File: src/rtl/tdm_demux_1to4.sv
// tdm_demux_1to4: steers a 4-slot TDM word stream into per-channel registers with sync lock tracking
module tdm_demux_1to4 #(
  parameter int WIDTH = 8
) (
  input  logic             clk,
  input  logic             rst_n,
  input  logic             in_valid,
  input  logic             in_sync,
  input  logic [WIDTH-1:0] in_data,
  output logic [WIDTH-1:0] ch0_data,
  output logic [WIDTH-1:0] ch1_data,
  output logic [WIDTH-1:0] ch2_data,
  output logic [WIDTH-1:0] ch3_data,
  output logic [3:0]       ch_valid,
  output logic             frame_valid,
  output logic             sync_err,
  output logic             locked
);
  typedef enum logic {HUNT, LOCKED} state_t;
  state_t state, state_nx;
  logic [1:0] slot, slot_nx, wr_ch;
  logic wr, fv_nx, err_nx;
  logic [WIDTH-1:0] ch [4];
  assign ch0_data = ch[0];
  assign ch1_data = ch[1];
  assign ch2_data = ch[2];
  assign ch3_data = ch[3];
  // next state, slot and strobe decode for the accepted word
  always_comb begin
    state_nx = state;
    slot_nx  = slot;
    wr       = 1'b0;
    wr_ch    = 2'd0;
    fv_nx    = 1'b0;
    err_nx   = 1'b0;
    if (in_valid) begin
      if (in_sync) begin
        wr       = 1'b1;
        slot_nx  = 2'd1;
        state_nx = LOCKED;
        err_nx   = state == LOCKED && slot != 2'd0;
      end else if (state == LOCKED) begin
        if (slot == 2'd0) begin
          err_nx   = 1'b1;
          state_nx = HUNT;
        end else begin
          wr      = 1'b1;
          wr_ch   = slot;
          slot_nx = slot + 2'd1;
          fv_nx   = slot == 2'd3;
        end
      end
    end
  end
  // state, channel registers and registered strobes
  always_ff @(posedge clk or negedge rst_n) begin
    if (!rst_n) begin
      state       <= HUNT;
      slot        <= 2'd0;
      ch          <= '{default: '0};
      ch_valid    <= 4'd0;
      frame_valid <= 1'b0;
      sync_err    <= 1'b0;
      locked      <= 1'b0;
    end else begin
      state       <= state_nx;
      slot        <= slot_nx;
      ch_valid    <= wr ? 4'd1 << wr_ch : 4'd0;
      frame_valid <= fv_nx;
      sync_err    <= err_nx;
      locked      <= state_nx == LOCKED;
      if (wr) ch[wr_ch] <= in_data;
    end
  end
endmodule

File: config.mk
export PLATFORM = sky130hd
export DESIGN_NAME = tdm_demux_1to4
export DESIGN_NICKNAME = d
export VERILOG_FILES = /design/src/rtl/tdm_demux_1to4.sv
export SDC_FILE = /design/constraint.sdc
export NUM_CORES = 1
export LEC_CHECK = 0
export BUFFER_PORTS_ARGS = -buffer_cell sky130_fd_sc_hd__buf_4
export CORE_UTILIZATION = 53
export DETAILED_ROUTE_END_ITERATION = 12
export PLACE_DENSITY = 0.83
export SYNTH_ARGS = -nofsm -noshare
export SYNTH_HDL_FRONTEND = slang
export SYNTH_SLANG_ARGS = --single-unit
File: constraint.sdc
create_clock -name clk -period 3.2 [get_ports clk]
set_input_delay 0.96 -clock clk [delete_from_list [all_inputs] [get_ports clk]]
set_output_delay 0.96 -clock clk [all_outputs]
set_load 0.005 [all_outputs]
# Word level (Yosys, flattened, before mapping)
# Index checks and enable logic that the tools add are counted.
[word_totals]
in_bits = 12
wordCells = 45
ff_bits = 41
[op_classes]
n_shift = 1
reduce_logical = 6
n_eq_ne = 2
add_sub_neg = 1
magnitude_cmp = 2
bitwise = 1
mux = 23
[op_table]
columns = ["cell", "n"]
rows = [
  ["bitwise mux 32 bit", 1],
  ["demux 8 bit (select 2 bit)", 1],
  ["2-to-1 mux 2 bit", 7],
  ["2-to-1 mux 1 bit", 12],
  ["2-to-1 mux 8 bit", 1],
  ["2-to-1 mux 4 bit", 1],
  ["nonzero test 2 bit", 2],
  ["left shift 1 x 2 -> 4 bit, first input constant", 1],
  ["greater-or-equal comparator 3 bit, second input constant", 1],
  ["< comparator 3 x 1 -> 1 bit, second input constant", 1],
  ["inverter 2 -> 3 bit", 1],
  ["AND reduction 3 bit", 1],
  ["adder 2 x 1 -> 2 bit, second input constant", 1],
  ["== test 2 bit, second input constant", 1],
  ["logical AND 1 bit", 2],
  ["logical NOT 2 bit", 1],
  ["!= test 2 bit, second input constant", 1],
]

# Depth between registers and ports, before layout
# Gate-level depths: netlist of the first run.
[logic_depth]
depth_word = 11
mapped_depth = 6

# Least setup slack after synthesis of the first run
# Ideal clock, no wire load.
[synth_path]
path_type = "input to register"
startpoint = "in in_sync"
endpoint = "reg ch, in the netlist ch3_data[0]"
path_stages = 4
arrival_ns = 1.896
required_ns = 3.075
path_slack_ns = 1.179
setup_ns = 0.125
cell_sequence = "and4bb_4 and3_4 buf_6 mux2_4"
[synth_via]
elab_chain_len = 8
word_cells_on_any_way = 11
classes_between = "order compare (2); mux (7); bitwise (1); reduce/logical (1)"
[synth_rtl]
columns = ["element", "line", "rtl"]
rows = [
  ["start: declaration", "8", "input logic in_sync,"],
  ["2-to-1 mux 2 bit", "37", "if (in_sync) begin"],
  ["2-to-1 mux 2 bit", "36", "if (in_valid) begin"],
  ["inverter 2 -> 3 bit (not written as such)", "72", "if (wr) ch[wr_ch] <= in_data;"],
  ["greater-or-equal comparator 3 bit (not written as such) or < comparator 3 x 1 -> 1 bit (tied branches)", "72", ""],
  ["logical AND 1 bit (not written as such)", "72", ""],
  ["2-to-1 mux 8 bit (not written as such)", "72", ""],
  ["demux 8 bit (select 2 bit)", "72", ""],
  ["bitwise mux 32 bit", "72", ""],
  ["end signal: indexed assignment", "72", ""],
  ["end: declaration", "23", "logic [WIDTH-1:0] ch [4];"],
]
# Parallel ways exist; a longest one is shown, timed or not.
# A chain may end at the register's enable or synchronous reset.

# Worst setup path after layout of the first run
[layout_path]
startpoint = "reg slot[0]"
endpoint = "reg ch, in the netlist ch2_data[6]"
[layout_via]
elab_chain_len = 11
word_cells_on_any_way = 16
classes_between = "order compare (2); mux (11); bitwise (1); reduce/logical (2)"
[layout_rtl]
columns = ["element", "line", "rtl"]
rows = [
  ["start: declaration", "21", "logic [1:0] slot, slot_nx, wr_ch;"],
  ["start signal: assignment", "67", "slot <= slot_nx;"],
  ["logical NOT 2 bit", "43", "if (slot == 2'd0) begin"],
  ["2-to-1 mux 2 bit", "43", ""],
  ["2-to-1 mux 2 bit", "42", "end else if (state == LOCKED) begin"],
  ["2-to-1 mux 2 bit", "37", ""],
  ["2-to-1 mux 2 bit", "36", ""],
  ["inverter 2 -> 3 bit (not written as such)", "72", ""],
  ["greater-or-equal comparator 3 bit (not written as such) or < comparator 3 x 1 -> 1 bit (tied branches)", "72", ""],
  ["logical AND 1 bit (not written as such)", "72", ""],
  ["2-to-1 mux 8 bit (not written as such)", "72", ""],
  ["demux 8 bit (select 2 bit)", "72", ""],
  ["bitwise mux 32 bit", "72", ""],
]
# Parallel ways exist; a longest one is shown, timed or not.

==> results_tabular.tex, run 1 <==
\begin{tabular}{lr}
\hline
Metric & Value \\
\hline
\multicolumn{2}{l}{\textbf{Run status}} \\
\quad Run status & finished, violations left \\
\quad Violated checks & DRC \\
\multicolumn{2}{l}{\textbf{Synthesis}} \\
\quad Average size of a mapped cell & 16.7 sq um \\
\quad Yosys warnings & 0 \\
\quad Largest cells by area after synthesis & sky130\_fd\_sc\_hd\_\_dfrtp\_1, sky130\_fd\_sc\_hd\_\_mux2\_2, sky130\_fd\_sc\_hd\_\_mux2\_4, sky130\_fd\_sc\_hd\_\_ha\_1, sky130\_fd\_sc\_hd\_\_nand3\_2 \\
\quad Cell accounting for the most synthesized area & sky130\_fd\_sc\_hd\_\_dfrtp\_1 \\
\quad Mapped Nets & 110 \\
\quad Top-area cell type share of the netlist area & 63.9\% \\
\quad Library cells used by synthesis & 19 \\
\quad Yosys reg bits & 41 \\
\quad Number of instances in the synthesized netlist & 96 \\
\quad Share of synthesized area occupied by flip-flops and latches & 63.9\% \\
\quad Post-synthesis instance area & 1610 sq um \\
\multicolumn{2}{l}{\textbf{Layout}} \\
\quad Ratio of cells with drive above 1 in the final layout & 61.4\% \\
\quad Antenna cells & 0 \\
\quad Design area & 2090 sq um \\
\quad Final Net Count & 166 \\
\quad Post-layout utilization of the core & 74.6\% \\
\quad Filler Cells Inserted & 187 \\
\quad Synth-to-layout area growth & 30.4\% \\
\multicolumn{2}{l}{\textbf{CTS}} \\
\quad Number of buffers inserted for hold repair after clock tree synthesis & 0 \\
\quad Setup Buffers After CTS & 0 \\
\quad Resized cells post-CTS & 0 \\
\quad Number of buffers added by the clock tree synthesis step & 5 \\
\quad Reg clk slew, reported paths & 0.12 ns \\
\quad Clock tree from TritonCTS & done \\
\quad Number of buffers between clock root and the deepest sink & 2 \\
\quad Level count of the clock H-tree & 2 \\
\quad Clk\_lat worst skew & 0.34 ns \\
\quad Num Clock Sinks & 41 \\
\quad Buffer type at the clock tree root & sky130\_fd\_sc\_hd\_\_clkbuf\_4 \\
\multicolumn{2}{l}{\textbf{Pwr}} \\
\quad Pwr per Cell Area & 911 nW/um\^{}2 \\
\quad Power Total & 1.91 mW \\
\quad Leak & 1.07 nW \\
\quad Peak ir drop on the vdd network & 521 uV \\
\multicolumn{2}{l}{\textbf{Setup path}} \\
\quad Critical Path Sink Type & flip-flop \\
\quad Worst-case register-to-register setup slack & 1.23 ns \\
\quad Highest net fanout along the worst path & 9 \\
\quad Data required time of the critical path & 3.43 ns \\
\quad Setup Crit Path Kind & flip-flop to flip-flop \\
\quad Arrival time at the worst endpoint & 2.21 ns \\
\quad Element type at the critical path start & flip-flop \\
\multicolumn{2}{l}{\textbf{STA}} \\
\quad Accumulated negative setup slack & 0 ns \\
\quad Count of final max-slew check failures & 0 \\
\quad Slew of the pin with the lowest slew margin & 0.581 ns \\
\quad Final critical path time including I/O delays and setup & 1.97 ns \\
\quad Setup violators final & 0 \\
\quad Tcrit/Tclk final & 61.6\% \\
\quad Tightest slew margin relative to the limit & 61.3\% \\
\quad Setup repair after global routing missed its margin & no \\
\quad Worst-case hold slack & 0.516 ns \\
\quad Achievable frequency & 507 MHz \\
\quad Fin. Hold Viols & 0 \\
\quad Setup Skew & 0.0173 ns \\
\multicolumn{2}{l}{\textbf{Drt}} \\
\quad Detailed Route Iter0 Violations & 23 \\
\quad Detailed-route wire length per cell & 16.3 um \\
\quad Number of iterations in the first detailed-routing pass & 7 \\
\quad Via density per instance & 5.35 \\
\quad Aggregate routed wire length & 2990 um \\
\quad Vias post-DR & 985 \\
\quad Post-route antenna net violation count & 0 \\
\quad Post-route DRC violation count & 8 \\
\multicolumn{2}{l}{\textbf{Floorplan}} \\
\quad Floorplan Core Area & 2810 sq um \\
\quad Core Rows & 19 \\
\quad Area of the die & 3250 sq um \\
\quad I/O Pins & 51 \\
\quad Die Height & 57.0 um \\
\quad X dimension of the die & 57.0 um \\
\quad Starting utilization of the core area & 57.2\% \\
\multicolumn{2}{l}{\textbf{Global routing}} \\
\quad Total Routing Usage GR & 21.5\% \\
\quad Initial antenna violation count & 0 \\
\quad First-pass GRT wire length & 5100 um \\
\quad Vias in the first global route & 1001 \\
\quad Sum of overflow across all layers after global routing & 0 \\
\quad Largest net degree at the start of global routing & 42 \\
\multicolumn{2}{l}{\textbf{Place}} \\
\quad Post-DP HPWL & 2130 um \\
\quad Port bufs & 50 \\
\quad Routability-driven placement congestion ratio & 0.730 \\
\quad Placed Instance Area & 2010 sq um \\
\multicolumn{2}{l}{\textbf{Hold path}} \\
\quad Worst min-delay path category & flip-flop to flip-flop \\
\multicolumn{2}{l}{\textbf{Run}} \\
\quad Reported max-cap violation count & 0 \\
\hline
\end{tabular}
[worst max-delay path, stage by stage (launching register included)]
cell,delay (ns)
sky130_fd_sc_hd__dfrtp_1,0.44
sky130_fd_sc_hd__inv_1,0.12
sky130_fd_sc_hd__ha_1,0.27
sky130_fd_sc_hd__and4bb_4,0.40
sky130_fd_sc_hd__nand3_2,0.27
sky130_fd_sc_hd__mux2_2,0.38
[placed cells by master (no fill, tap or decap), types with 2 or more instances in the layout]
cell                       instances
sky130_fd_sc_hd__mux2_4            8
sky130_fd_sc_hd__a22o_1            2
sky130_fd_sc_hd__mux2_2           24
sky130_fd_sc_hd__nand3_2           2
sky130_fd_sc_hd__buf_4            50
sky130_fd_sc_hd__ha_1              2
sky130_fd_sc_hd__inv_1             5
sky130_fd_sc_hd__clkbuf_4          5
sky130_fd_sc_hd__dfrtp_1          41
[metal layers]
metal  global-route usage (%)  share of wire [%]  wire (um)
met2                     35.6                 48       1450
met3                     5.22                5.7        171
met1                     27.1                 44       1300
met5                        0                  0          0
met4                     9.41                2.3         70
[through the flow]
stage / setup slack (ns) / instances
2_1_floorplan: 1.18 / 96
3_3_place_gp: 1.03 / 176
3_5_place_dp: 0.978 / 176
4_1_cts: 1.23 / 184
5_1_grt: 1.11 / 184
6_report: 1.23 / 184
[logic make-up (layout without fill, tap and decap cells)]
| family | count (synthesis) | in the layout | share of synthesized area [%] |
|---|---|---|---|
| flip-flops | 41 | 41 | 63.9 |
| multiplexers | 33 | 33 | 24.9 |
| AND/OR/NAND/NOR | 9 | 9 | 5.22 |
| buffers and inverters | 6 | 63 | 1.87 |
| AO/OA/AOI/OAI | 4 | 4 | 1.95 |
| adder cells (fa/ha/maj) | 2 | 2 | 1.56 |
| XOR/XNOR | 1 | 1 | 0.546 |
[path summary, 6_finish.rpt]
check / startpoint / end / cells after the start
worst max register to register: slot[0] / ch2_data[6] / 5
worst max-delay path: slot[0] / ch2_data[6] / 5
max in group asynchronous: rst_n / ch0_data[1] / 1
worst min-delay path: ch2_data[0] / ch2_data[0] / 1
min in group asynchronous: rst_n / ch1_data[3] / 1
worst min register to register: ch2_data[0] / ch2_data[0] / 1
[final cells by class]
cell class                      count  area (sq um)  share of cell area (%)
Inverter                            5          18.8                   0.897
Sequential cell                    41          1030                    49.0
Multi-Input combinational cell     49           549                    26.2
Clock inverter                      1          30.0                    1.43
Clock buffer                        7          55.1                    2.63
Timing Repair Buffer               50           375                    17.9
Tap cell                           31          38.8                    1.85
[Yosys cell counts]
cell,count
sky130_fd_sc_hd__ha_1,2
sky130_fd_sc_hd__o21ai_2,1
sky130_fd_sc_hd__and4b_1,1
sky130_fd_sc_hd__xor2_1,1
sky130_fd_sc_hd__o21ai_0,1
sky130_fd_sc_hd__nand2_1,1
sky130_fd_sc_hd__buf_6,1
sky130_fd_sc_hd__mux2_4,8
sky130_fd_sc_hd__mux2_2,24
sky130_fd_sc_hd__and4bb_4,1
sky130_fd_sc_hd__and2b_1,1
sky130_fd_sc_hd__a22o_1,2
sky130_fd_sc_hd__and3_4,1
sky130_fd_sc_hd__nand3_2,2
sky130_fd_sc_hd__nor4b_1,1
sky130_fd_sc_hd__mux2i_1,1
sky130_fd_sc_hd__and3_1,1
sky130_fd_sc_hd__inv_1,5
sky130_fd_sc_hd__dfrtp_1,41
[report_power, final]
group / internal [mW] / leakage [nW] / switching (mW)
Clock: 0.187 / 0.0455 / 0.154
Sequential: 0.726 / 0.510 / 0.135
Combinational: 0.469 / 0.515 / 0.235
Total: 1.38 / 1.07 / 0.524
[sequential cells by signal, summed over array words and instances (netlist names)]
register     cells
ch0_data         8
ch1_data         8
ch2_data         8
ch3_data         8
ch_valid         4
slot             2
frame_valid      1
state            1
sync_err         1
No activity file was read; power rests on OpenSTA's default activity.
==> run 2: changes to the inputs <==
--- a/config.mk
+++ b/config.mk
@@ -5,10 +5,11 @@
 export SDC_FILE = /design/constraint.sdc
 export NUM_CORES = 1
 export LEC_CHECK = 0
+export ABC_AREA = 1
 export BUFFER_PORTS_ARGS = -buffer_cell sky130_fd_sc_hd__buf_4
-export CORE_UTILIZATION = 53
+export CORE_UTILIZATION = 50
 export DETAILED_ROUTE_END_ITERATION = 12
-export PLACE_DENSITY = 0.83
+export PLACE_DENSITY = 0.78
 export SYNTH_ARGS = -nofsm -noshare
 export SYNTH_HDL_FRONTEND = slang
 export SYNTH_SLANG_ARGS = --single-unit
==> constraint.sdc (replaced) <==
create_clock -name clk -period 2 [get_ports clk]
set_input_delay 0.6 -clock clk [delete_from_list [all_inputs] [get_ports clk]]
set_output_delay 0.6 -clock clk [all_outputs]
set_load 0.005 [all_outputs]
==> run 2 against run 1 <==
The run now ends clean; register-to-register slack lost 0.91 ns; final cell count increased by 42%; core utilization shrank 9.0 points; total power up 49%; non-clock buffer count is 1 higher; setup slack worse by 0.91 ns; sequential cell count is the same; sequential power grew 55%; maximum frequency up 18%; first-iteration DRC count increased to 3.4 times the previous value; clock power is 14% higher; critical path type unchanged; largest power group unchanged.
==> results_tabular.tex, run 2 <==
\begin{tabular}{lr}
\hline
Metric & Value \\
\hline
\multicolumn{2}{l}{\textbf{Place}} \\
\quad Post-DP HPWL & 2620 um \\
\quad Post-placement cell count & 254 \\
\quad Port bufs & 50 \\
\quad Routability-driven placement congestion ratio & 0.925 \\
\multicolumn{2}{l}{\textbf{Layout}} \\
\quad Filler Cells Inserted & 279 \\
\quad Ratio of cells with drive above 1 in the final layout & 42.6\% \\
\quad Footprint of the flip-flops and latches & 1030 sq um \\
\quad Post-layout utilization of the core & 65.6\% \\
\quad Area occupied by multi-input gates & 603 sq um \\
\quad Top library cells by usage in the layout, fill and taps aside & sky130\_fd\_sc\_hd\_\_buf\_4, sky130\_fd\_sc\_hd\_\_nand2\_1, sky130\_fd\_sc\_hd\_\_dfrtp\_1 \\
\quad Number of standard cells in the layout, taps in and fillers out & 262 \\
\quad Final Net Count & 229 \\
\quad Antenna cells & 0 \\
\quad Synth-to-layout area growth & 25.7\% \\
\quad Most common cell after layout, fill and taps aside & sky130\_fd\_sc\_hd\_\_buf\_4 \\
\multicolumn{2}{l}{\textbf{Synthesis}} \\
\quad Leading post-synthesis cells by instance count & sky130\_fd\_sc\_hd\_\_nand2\_1, sky130\_fd\_sc\_hd\_\_dfrtp\_1, sky130\_fd\_sc\_hd\_\_o21ai\_2 \\
\quad Largest cells by area after synthesis & sky130\_fd\_sc\_hd\_\_dfrtp\_1, sky130\_fd\_sc\_hd\_\_o21ai\_2, sky130\_fd\_sc\_hd\_\_nand2\_1, sky130\_fd\_sc\_hd\_\_inv\_1, sky130\_fd\_sc\_hd\_\_nand4\_1 \\
\quad Share of synthesized area occupied by flip-flops and latches & 58.9\% \\
\quad EDFF count, synth & 0 \\
\quad Yosys reg bits & 41 \\
\quad Library cells used by synthesis & 19 \\
\quad Mapped Nets & 175 \\
\quad Average size of a mapped cell & 10.8 sq um \\
\quad Post-synthesis async set-or-reset flop share & 100\% \\
\quad Main flop type after synthesis & sky130\_fd\_sc\_hd\_\_dfrtp\_1 \\
\quad Most instantiated library cell after synthesis & sky130\_fd\_sc\_hd\_\_nand2\_1 \\
\quad Top-area cell type share of the netlist area & 58.9\% \\
\quad Post-synthesis instance area & 1740 sq um \\
\quad Cell accounting for the most synthesized area & sky130\_fd\_sc\_hd\_\_dfrtp\_1 \\
\quad Number of instances in the synthesized netlist & 161 \\
\quad Yosys warnings & 0 \\
\multicolumn{2}{l}{\textbf{Pwr}} \\
\quad Pwr per Cell Area & 1290 nW/um\^{}2 \\
\quad Leak & 1.21 nW \\
\quad Peak ir drop on the vdd network & 633 uV \\
\multicolumn{2}{l}{\textbf{CTS}} \\
\quad Num Clock Sinks & 41 \\
\quad Clk\_lat worst skew & 0.35 ns \\
\quad Setup Buffers After CTS & 0 \\
\quad Clock tree from TritonCTS & done \\
\quad Number of buffers inserted for hold repair after clock tree synthesis & 0 \\
\quad Number of buffers added by the clock tree synthesis step & 5 \\
\quad Resized cells post-CTS & 0 \\
\quad Number of buffers between clock root and the deepest sink & 2 \\
\quad Level count of the clock H-tree & 2 \\
\quad Buffer type at the clock tree root & sky130\_fd\_sc\_hd\_\_clkbuf\_4 \\
\quad Reg clk slew, reported paths & 0.12 ns \\
\multicolumn{2}{l}{\textbf{STA}} \\
\quad Count of final max-slew check failures & 0 \\
\quad Accumulated negative setup slack & 0 ns \\
\quad Setup repair after global routing missed its margin & no \\
\quad Setup Skew & 0.0110 ns \\
\quad Tcrit/Tclk final & 83.9\% \\
\quad Achievable frequency & 596 MHz \\
\quad Fin. Hold Viols & 0 \\
\quad Final critical path time including I/O delays and setup & 1.68 ns \\
\quad Setup violators final & 0 \\
\quad Slew of the pin with the lowest slew margin & 0.495 ns \\
\quad Tightest slew margin relative to the limit & 67.0\% \\
\multicolumn{2}{l}{\textbf{Drt}} \\
\quad Post-route DRC violation count & 0 \\
\quad Aggregate routed wire length & 3490 um \\
\quad Detailed Route Iter0 Violations & 79 \\
\quad Via density per instance & 4.85 \\
\quad Post-route antenna net violation count & 0 \\
\quad Detailed-route wire length per cell & 13.3 um \\
\quad Vias post-DR & 1271 \\
\quad Number of iterations in the first detailed-routing pass & 4 \\
\multicolumn{2}{l}{\textbf{Setup path}} \\
\quad Cell seen most often among critical-path stages & sky130\_fd\_sc\_hd\_\_inv\_1 \\
\quad Arrival time at the worst endpoint & 1.91 ns \\
\quad Setup Crit Path Kind & flip-flop to flip-flop \\
\quad Highest cell delay on the worst timing path & 0.44 ns \\
\quad Data required time of the critical path & 2.23 ns \\
\quad Startpoint of the most critical register-to-register path & slot[0] \\
\quad Critical Path Sink Type & flip-flop \\
\quad Cell breakdown of the critical path & inv\_1 > ha\_1 > inv\_1 > nand3\_4 > nor2\_2 > nand2\_2 > nand2\_1 > o21ai\_2 \\
\quad Standard cell with the maximum stage delay on the critical path & sky130\_fd\_sc\_hd\_\_dfrtp\_1 \\
\quad Element type at the critical path start & flip-flop \\
\quad CP Launch Point & slot[0] \\
\quad Highest net fanout along the worst path & 17 \\
\multicolumn{2}{l}{\textbf{Hold path}} \\
\quad Worst min-delay path category & primary input to asynchronous set/reset pin \\
\multicolumn{2}{l}{\textbf{Floorplan}} \\
\quad Area of the die & 3720 sq um \\
\quad Core Rows & 21 \\
\quad Starting utilization of the core area & 52.2\% \\
\quad X dimension of the die & 61.0 um \\
\quad Die Height & 61.0 um \\
\quad I/O Pins & 51 \\
\quad Floorplan Core Area & 3340 sq um \\
\multicolumn{2}{l}{\textbf{Global routing}} \\
\quad Vias in the first global route & 1194 \\
\quad Initial antenna violation count & 0 \\
\quad Largest net degree at the start of global routing & 42 \\
\quad First-pass GRT wire length & 5730 um \\
\quad Sum of overflow across all layers after global routing & 0 \\
\quad Total Routing Usage GR & 21.8\% \\
\multicolumn{2}{l}{\textbf{Run status}} \\
\quad Run status & finished, final reports clean \\
\multicolumn{2}{l}{\textbf{Run}} \\
\quad Reported max-cap violation count & 0 \\
\hline
\end{tabular}
run 2: logic make-up (layout without fill, tap and decap cells):
logic type | count (synthesis) | count (layout) | synth area share [%]
compound gates | 28 | 28 | 13.2
fa+ha+maj | 2 | 2 | 1.44
flops | 41 | 41 | 58.9
buf+inv | 23 | 78 | 6.47
simple gates | 67 | 67 | 20.0
run 2: stage by stage:
stage	power, mW	area [sq um]	hold WS [ns]	setup slack (ns)
final	2.83	2190	0.201	0.323
after global routing	3.05	2190	0.229	0.176
after CTS	2.86	2190	0.214	0.325
after detailed placement	2.47	2140	0.469	0.358
after global placement	2.42	2140	0.464	0.401
after floorplan	1.87	1740	0.304	0.525
run 2: area by class of cell:
type | count | share of cell area [%]
flip-flops and latches | 41 | 46.9
multi-input cells | 97 | 27.5
repair buffers | 51 | 17.5
inverters | 19 | 3.26
well taps | 46 | 2.63
clock buffers | 8 | 2.23
run 2: power by group:
part / switching [mW] / internal [mW]
logic: 0.514 / 0.592
registers: 0.198 / 1.14
clock network: 0.250 / 0.140
run 2: final timing paths:
check	to	cells after the start	slack, ns
worst max-delay path	ch2_data[0]	8	0.32
worst min-delay path	ch_valid[2]	1	0.20
worst max register to register	ch2_data[0]	8	0.32
worst min register to register	ch3_data[0]	2	0.49
max in group asynchronous	ch3_data[7]	1	1.44
min in group clk	ch3_data[0]	2	0.49
run 2: routing by layer:
metal	track usage [%]	part of all wire (%)
met3	6.51	5.2
met2	35.6	52
met4	7.79	1.5
met1	27.9	41
met5	0	0
run 2: worst max-delay path: cells and delay by family (launching register included):
family	cells	cell delay, ns
AND/OR/NAND/NOR	4	0.61
flip-flops	1	0.44
adder cells (fa/ha/maj)	1	0.24
buffers and inverters	2	0.20
AO/OA/AOI/OAI	1	0.06
==> run 3: changes to the inputs <==
==> constraint.sdc (replaced) <==
create_clock -name clk -period 1.6 [get_ports clk]
set_input_delay 0.48 -clock clk [delete_from_list [all_inputs] [get_ports clk]]
set_output_delay 0.48 -clock clk [all_outputs]
set_load 0.005 [all_outputs]
==> run 3 against run 2 <==
Largest power group unchanged; global-route usage shrank 0.60 points; worst hold slack lost 0.11 ns; combinational power grew 46%; clock power grew 82%; critical endpoint is now ch2_data[2].
==> results_tabular.tex, run 3 (synthesized netlist as in run 2, its figures left out) <==
\begin{tabular}{lr}
\hline
Metric & Value \\
\hline
\multicolumn{2}{l}{\textbf{Setup path}} \\
\quad Highest net fanout along the worst path & 17 \\
\quad Critical Path Sink Type & flip-flop \\
\quad CP Capture Point & ch2\_data[2] \\
\quad Element type at the critical path start & flip-flop \\
\quad Data required time of the critical path & 1.84 ns \\
\quad CP Launch Point & slot[1] \\
\quad Startpoint of the most critical register-to-register path & slot[1] \\
\quad End of the worst register-to-register path & ch2\_data[2] \\
\quad Worst-case register-to-register setup slack & 0.04 ns \\
\quad Arrival time at the worst endpoint & 1.80 ns \\
\quad Number of cells traversed by the worst register-to-register path & 8 \\
\quad Setup Crit Path Kind & flip-flop to flip-flop \\
\multicolumn{2}{l}{\textbf{Place}} \\
\quad Post-DP HPWL & 2680 um \\
\quad Post-placement cell count & 255 \\
\quad Placed Instance Area & 2150 sq um \\
\quad Routability-driven placement congestion ratio & 0.865 \\
\quad Port bufs & 50 \\
\quad Post-Place Setup Slack & 0.00651 ns \\
\multicolumn{2}{l}{\textbf{Floorplan}} \\
\quad Starting utilization of the core area & 52.2\% \\
\quad Floorplan Core Area & 3340 sq um \\
\quad I/O Pins & 51 \\
\quad Core Rows & 21 \\
\quad Area of the die & 3720 sq um \\
\quad Die Height & 61.0 um \\
\quad X dimension of the die & 61.0 um \\
\multicolumn{2}{l}{\textbf{STA}} \\
\quad Accumulated negative setup slack & 0 ns \\
\quad Least setup slack across all paths after layout & 0.0389 ns \\
\quad Tightest slew margin relative to the limit & 66.3\% \\
\quad Tcrit/Tclk final & 97.6\% \\
\quad Setup Skew & 0.00979 ns \\
\quad Achievable frequency & 641 MHz \\
\quad Fin. Hold Viols & 0 \\
\quad Final critical path time including I/O delays and setup & 1.56 ns \\
\quad Count of final max-slew check failures & 0 \\
\quad Setup violators final & 0 \\
\quad Slew of the pin with the lowest slew margin & 0.506 ns \\
\quad Worst-case hold slack & 0.0873 ns \\
\multicolumn{2}{l}{\textbf{Global routing}} \\
\quad GR Util met2 & 34.0\% \\
\quad Total Routing Usage GR & 21.2\% \\
\quad Initial antenna violation count & 0 \\
\quad Global routing usage on met1 & 26.8\% \\
\quad Sum of overflow across all layers after global routing & 0 \\
\quad Busiest layer in global routing & met2 \\
\quad Met3 layer usage reported by global route & 5.88\% \\
\quad First-pass GRT wire length & 5610 um \\
\quad Largest net degree at the start of global routing & 42 \\
\quad Vias in the first global route & 1196 \\
\multicolumn{2}{l}{\textbf{Layout}} \\
\quad Antenna cells & 0 \\
\quad Top library cells by usage in the layout, fill and taps aside & sky130\_fd\_sc\_hd\_\_buf\_4, sky130\_fd\_sc\_hd\_\_nand2\_1, sky130\_fd\_sc\_hd\_\_dfrtp\_1 \\
\quad Synth-to-layout area growth & 36.4\% \\
\quad Most common cell after layout, fill and taps aside & sky130\_fd\_sc\_hd\_\_buf\_4 \\
\quad Design area & 2370 sq um \\
\quad Ratio of cells with drive above 1 in the final layout & 47.8\% \\
\quad Final Net Count & 237 \\
\quad Post-layout utilization of the core & 71.2\% \\
\quad Number of standard cells in the layout, taps in and fillers out & 270 \\
\multicolumn{2}{l}{\textbf{CTS}} \\
\quad Number of buffers inserted for hold repair after clock tree synthesis & 0 \\
\quad Clock tree from TritonCTS & done \\
\quad Clk\_lat worst skew & 0.36 ns \\
\quad Num Clock Sinks & 41 \\
\quad Buffer type at the clock tree root & sky130\_fd\_sc\_hd\_\_clkbuf\_4 \\
\quad Reg clk slew, reported paths & 0.13 ns \\
\quad Number of buffers between clock root and the deepest sink & 2 \\
\quad Number of buffers added by the clock tree synthesis step & 5 \\
\quad Level count of the clock H-tree & 2 \\
\multicolumn{2}{l}{\textbf{Run status}} \\
\quad Run status & finished, final reports clean \\
\multicolumn{2}{l}{\textbf{Pwr}} \\
\quad Pwr per Cell Area & 1690 nW/um\^{}2 \\
\quad Power Total & 4.00 mW \\
\quad Leak & 1.28 nW \\
\quad Peak ir drop on the vdd network & 951 uV \\
\multicolumn{2}{l}{\textbf{Drt}} \\
\quad Aggregate routed wire length & 4120 um \\
\quad Post-route DRC violation count & 0 \\
\quad Via density per instance & 5.07 \\
\quad Detailed-route wire length per cell & 15.3 um \\
\quad Number of iterations in the first detailed-routing pass & 4 \\
\quad Detailed Route Iter0 Violations & 60 \\
\quad Post-route antenna net violation count & 0 \\
\quad Vias post-DR & 1368 \\
\multicolumn{2}{l}{\textbf{Run}} \\
\quad Reported max-cap violation count & 0 \\
\multicolumn{2}{l}{\textbf{Hold path}} \\
\quad Worst min-delay path category & primary input to asynchronous set/reset pin \\
\hline
\end{tabular}
[run 3: worst min path at each step]
stage	to	slack, ns	start
2_1_floorplan	ch0_data[0]	0.18	rst_n
3_3_place_gp	ch0_data[4]	0.46	ch0_data[4]
3_5_place_dp	ch0_data[3]	0.46	ch0_data[3]
4_1_cts	ch0_data[3]	0.09	rst_n
5_1_grt	slot[1]	0.11	rst_n
6_report	slot[0]	0.09	rst_n
[run 3: cell type report]
| type | instances | area (sq um) |
|---|---|---|
| clock inverter | 2 | 37.5 |
| timing repair buffer | 56 | 433 |
| clock buffer | 6 | 51.3 |
| fill | 252 | 962 |
| tap | 46 | 57.6 |
| sequential | 41 | 1030 |
| inverter | 19 | 73.8 |
| multi-input combinational | 100 | 696 |
[run 3: routing by layer]
layer	wire length, um	share of wire [%]	vias to the layer above
met3	230	5.6	10
met2	2120	51	53
met1	1660	40	662
met4	110	2.7	0
met5	0	0	-
li1	-	-	643
[run 3: power by group]
part           switching [mW]  internal, mW  total [mW]
registers               0.250          1.42        1.67
logic                   0.780         0.841        1.62
clock network           0.339         0.371       0.710
[run 3: critical path, stage by stage (launching register included)]
cell                      delay, ns
sky130_fd_sc_hd__dfrtp_1       0.44
sky130_fd_sc_hd__inv_4         0.09
sky130_fd_sc_hd__ha_2          0.20
sky130_fd_sc_hd__inv_2         0.08
sky130_fd_sc_hd__nand3_4       0.11
sky130_fd_sc_hd__nor2_2        0.18
sky130_fd_sc_hd__nand2_4       0.17
sky130_fd_sc_hd__nand2_1       0.13
sky130_fd_sc_hd__o21ai_2       0.06
[run 3: what timing repair did]
| action | 4_1_cts | 5_1_grt |
|---|---|---|
| endpoints found under the setup margin | 5 | 34 |
| setup buffers | 0 | 4 |
| gates resized for setup | 1 | 12 |
| pin swaps | 0 | 3 |
| gates cloned | 0 | 3 |
